`config.mk`:
```
export PLATFORM = sky130hd
export DESIGN_NAME = dog_img
export DESIGN_NICKNAME = d
export VERILOG_FILES = /design/src/rtl/dog_img.sv
export SDC_FILE = /design/constraint.sdc
export NUM_CORES = 1
export LEC_CHECK = 0
export CAP_MARGIN = 30
export CORE_ASPECT_RATIO = 1.5
export CORE_MARGIN = 2
export CORE_UTILIZATION = 44
export DETAILED_ROUTE_END_ITERATION = 12
export PLACE_DENSITY = 0.81
export SYNTH_ARGS = -nofsm -noshare
export SYNTH_HDL_FRONTEND = slang
export SYNTH_SLANG_ARGS = --single-unit
```
`constraint.sdc`:
```
create_clock -name clk_in -period 1.9 [get_ports clk_in]
set_clock_uncertainty 0.15 [all_clocks]
set_input_delay 0.38 -clock clk_in [delete_from_list [all_inputs] [get_ports clk_in]]
set_output_delay 0.38 -clock clk_in [all_outputs]
set_load 0.01 [all_outputs]
```
`src/rtl/dog_img.sv`:
```
// Difference-of-Gaussians stage: streams two blurred images and writes the signed difference b - a.
// Optional feature macro DOG_SAT_EN: saturates the output to BIT_DEPTH signed bits.
module dog_img #(
    parameter int BIT_DEPTH = 8,
    parameter int WIDTH     = 64,
    parameter int HEIGHT    = 64,
`ifdef DOG_SAT_EN
    localparam int OUT_W    = BIT_DEPTH
`else
    localparam int OUT_W    = BIT_DEPTH + 1
`endif
) (
    input  logic                                clk_in,
    input  logic                                rst_in,
    output logic [$clog2(WIDTH*HEIGHT)-1:0]     ext_read_addr,
    output logic                                ext_read_addr_valid,
    input  logic [BIT_DEPTH-1:0]                ext_pixel_a_in,
    input  logic [BIT_DEPTH-1:0]                ext_pixel_b_in,
    output logic [$clog2(WIDTH*HEIGHT)-1:0]     ext_write_addr,
    output logic                                ext_write_valid,
    output logic [OUT_W-1:0]                    ext_pixel_out,
    input  logic                                start_in,
    output logic                                dog_done
);

    localparam int AW = $clog2(WIDTH*HEIGHT);
    localparam logic [AW-1:0] LAST_ADDR = AW'(WIDTH*HEIGHT - 1);

    typedef enum logic [1:0] {StIdle, StRead, StDrain} state_t;

    state_t              state, state_next;
    logic [AW-1:0]       cnt, cnt_next;
    logic                done_next;
    logic                v1, v2;
    logic [AW-1:0]       a1, a2;
    logic [BIT_DEPTH:0]  diff;
    logic [OUT_W-1:0]    pix_next;

    assign ext_read_addr       = cnt;
    assign ext_read_addr_valid = (state == StRead);

    always_comb begin
        state_next = state;
        cnt_next   = cnt;
        done_next  = 1'b0;
        unique case (state)
            StIdle: begin
                if (start_in) begin
                    state_next = StRead;
                    cnt_next   = '0;
                end
            end
            StRead: begin
                if (cnt == LAST_ADDR) state_next = StDrain;
                else                  cnt_next   = cnt + 1'b1;
            end
            StDrain: begin
                // v2 low means the output register empties on this edge too
                if (!v1 && !v2) begin
                    state_next = StIdle;
                    done_next  = 1'b1;
                end
            end
            default: state_next = StIdle;
        endcase
    end

    always_comb begin
        diff = {1'b0, ext_pixel_b_in} - {1'b0, ext_pixel_a_in};
`ifdef DOG_SAT_EN
        if (!diff[BIT_DEPTH] && diff[BIT_DEPTH-1]) begin
            pix_next = {1'b0, {(BIT_DEPTH-1){1'b1}}};
        end else if (diff[BIT_DEPTH] && !diff[BIT_DEPTH-1]) begin
            pix_next = {1'b1, {(BIT_DEPTH-1){1'b0}}};
        end else begin
            pix_next = diff[BIT_DEPTH-1:0];
        end
`else
        pix_next = diff;
`endif
    end

    always_ff @(posedge clk_in) begin
        if (!rst_in) begin
            state           <= StIdle;
            cnt             <= '0;
            dog_done        <= 1'b0;
            v1              <= 1'b0;
            v2              <= 1'b0;
            a1              <= '0;
            a2              <= '0;
            ext_write_valid <= 1'b0;
            ext_write_addr  <= '0;
            ext_pixel_out   <= '0;
        end else begin
            state           <= state_next;
            cnt             <= cnt_next;
            dog_done        <= done_next;
            v1              <= ext_read_addr_valid;
            a1              <= cnt;
            v2              <= v1;
            a2              <= a1;
            ext_write_valid <= v2;
            ext_write_addr  <= a2;
            ext_pixel_out   <= pix_next;
        end
    end

endmodule

```
==> impl_metrics.yaml <==
run_status:
  outcome: "complete, no violations"
clock_network:
  path_clk_slew_ns: 0.06
  root_buffer: "clkbuf_8"
  numCtsBuffers: 9
  clock_latency_ns: 0.33
  numClockSinks: 63
  clk_path_buf_depth: 2
  ctsHoldBuffers: 0
  cts_tree: "built"
  htreeDepth: 3
timing:
  finalCritPeriodShare_pct: 97.69
  whs_ns: 0.2829
  worst_pin_slew_ns: 0.3409
  hold_viol: 0
  finalSetupViolCount: 0
  setup_slack_ns: 0.04396
  timing.final.crit_period_ns: 1.856
  relSlewSlack_pct: 77.22
  fin_setup_tns_ns: 0
  drv_slew: 0
  max_freq_ghz: 0.5388
synth:
  avgSynthCellArea_um2: 9.758
  ys_seq_area_share_pct: 52.97
  syn_nets: 273
  synth_mux_area_share_pct: 1.051
  async_flop_share_pct: 0
  synth_top_area_cell: "dfxtp_1"
  synthCells: 244
  synth_edf_count: 0
  synth_flop_cell: "dfxtp_1"
  synth-adder-area-share_pct: 5.570
  synth_top_family_by_area: "simple AND/OR/NAND/NOR gates"
  yosys_warnings: 0
  netlist.area_leader.share_pct: 52.97
  synthXorXnorAreaFrac_pct: 0.3678
  synth-seq-cells: 63
  synth_compound_area_share_pct: 11.67
  synth-simple-area-share_pct: 24.22
  syn_area_um2: 2381
  synthTopCellsByArea: "dfxtp_1, and2_1, ha_1, nor2_1, inv_1"
  synth.distinct_cells: 43
pwr:
  powerDensity_nw_per_um2: 847.6
  p_leak_uw: 0.001474
  power_uw: 2919
  ir_worst_vdd_mv: 0.4495
setup_path:
  slowest_stage: "clkdlybuf4s50_1"
  path_cells: "clkdlybuf4s50_1"
  slowest_delay_ns: 0.57
  crit_type: "flop to output pin"
  startpoint_type: "flop"
  endpoint_kind: "output pin"
  path_buf_inv: 1
  cp.arrival_ns: 1.33
  cp_max_fo: 6
  crit_family: "buffers and inverters"
  cp.required_ns: 1.37
placement:
  post-dp-hpwl_mm: 3.470
  io_buffers: 54
  gp_congestion: 0.8708
  dp_slack_ns: -0.5944
floorplan:
  die_y_um: 94.10
  core_area_um2: 5165
  initial_utilization_pct: 46.10
  io_pins: 55
  die_width_um: 64.07
  rows: 32
  die-area_um2: 6028
cells_and_area:
  antenna_cells: 0
  syn2layout_area_growth_pct: 44.67
  drive_gt1_share_pct: 19.51
  postLayoutCoreUtil_pct: 66.69
  finalNetCount: 352
job:
  timing.max_cap.violations: 0
global_route:
  grt_max_degree: 37
  antenna_found_initial: 0
  grt_use_total_pct: 17.18
  grt_pass1_vias: 1878
  grt-ovfl-total: 0
  grt_first_pass_wirelength_mm: 7.852
detailed_routing:
  drcViolationCount: 0
  wl_per_cell_um: 12.08
  ant_nets: 0
  wirelength_mm: 4.783
  vias_per_cell: 5.061
  dr_total_vias: 2004
  dr.pass1.iters: 4
  drt-initial-drc-count: 86
min_path:
  timing.hold.worst.class: "flop to flop"
-- path summary, 6_finish.rpt --
path,startpoint,slack (ns),endpoint,cells past startpoint
setup / recovery,ext_read_addr[8]$_SDFFE_PN0P_,0.04,ext_read_addr[8],1
hold / removal,a1[5]$_SDFF_PN0_,0.28,a2[5]$_SDFF_PN0_,1
setup reg to reg,ext_read_addr[1]$_SDFFE_PN0P_,0.18,ext_read_addr[9]$_SDFFE_PN0P_,6
hold reg to reg,a1[5]$_SDFF_PN0_,0.28,a2[5]$_SDFF_PN0_,1
-- per-stage QoR --
stage | instances | cell area [um2]
floorplan | 244 | 2385
detailed placement | 379 | 3146
finish | 396 | 3445
CTS | 395 | 3407
global route | 396 | 3445
global placement | 379 | 3146
-- registers in the layout (all words and copies together), names as in the netlist --
name             flops
dog_done             1
state                2
ext_pixel_out        9
ext_write_valid      1
a2                  12
a1                  12
ext_write_addr      12
ext_read_addr       12
v2                   1
v1                   1
-- area by class of cell --
cell class / count / area (um2)
Inverter: 17 / 63.81
Sequential cell: 63 / 1271
Clock inverter: 6 / 85.08
Tap cell: 68 / 85.08
Timing Repair Buffer: 76 / 716.9
Clock buffer: 10 / 127.6
Fill cell: 417 / 1720
Multi-Input combinational cell: 156 / 1095
-- placed cells by master, fill, tap and decap left out, drive strengths merged, types with 3 or more instances in the layout --
cell type and instances:
a31oi 5, and2 38, o21ai 9, clkbuf 10
nand3 7, a21oi 10, clkinv 3, clkdlybuf4s50 47
nor3 11, buf 22, nand2b 3, ha 9
nor2 19, nand2 11, o21a 4, inv 16
dlygate4sd2 5, dfxtp 63, and3 5
-- report_power, final --
part | internal (uW) | total [uW] | switching (uW)
combinational | 185 | 338 | 153
sequential | 1350 | 1360 | 12.1
clock | 733 | 1220 | 485
total | 2270 | 2920 | 650
-- metal layers --
metal | wire, um | vias to the layer above | track usage (%) | part of all wire (%)
met2 | 2555 | 76 | 31.08 | 53
met3 | 326 | 17 | 6.115 | 6.8
met5 | 0 | - | 0 | 0
li1 | - | 984 | - | -
met1 | 1727 | 927 | 15.90 | 36
met4 | 173 | 0 | 11.23 | 3.6
-- Yosys cell counts, types with 2 or more instances --
master,count
a21boi_0,2
a21oi_1,10
a31o_2,2
a31oi_1,4
and2_1,38
and3_1,5
clkbuf_1,6
dfxtp_1,63
ha_1,9
inv_1,16
nand2_1,11
nand2b_1,3
nand3_1,7
nor2_1,18
nor2b_1,2
nor3_1,10
o21a_1,4
o21ai_0,9
-- what timing repair did --
item,4_1_cts,5_1_grt
setup endpoints to repair,11,16
cloned,0,0
resized for setup,17,11
setup buffers,0,1
pin swaps,6,2
-- cell families after synthesis --
group | Yosys count
and+or+nand+nor | 102
muxes | 2
adders and majority gates | 10
DFF | 63
xor gates and xnor gates | 1
AOI/OAI and AO/OA | 41
buffers and inverters | 25
Power figures use the tool's default switching activity.
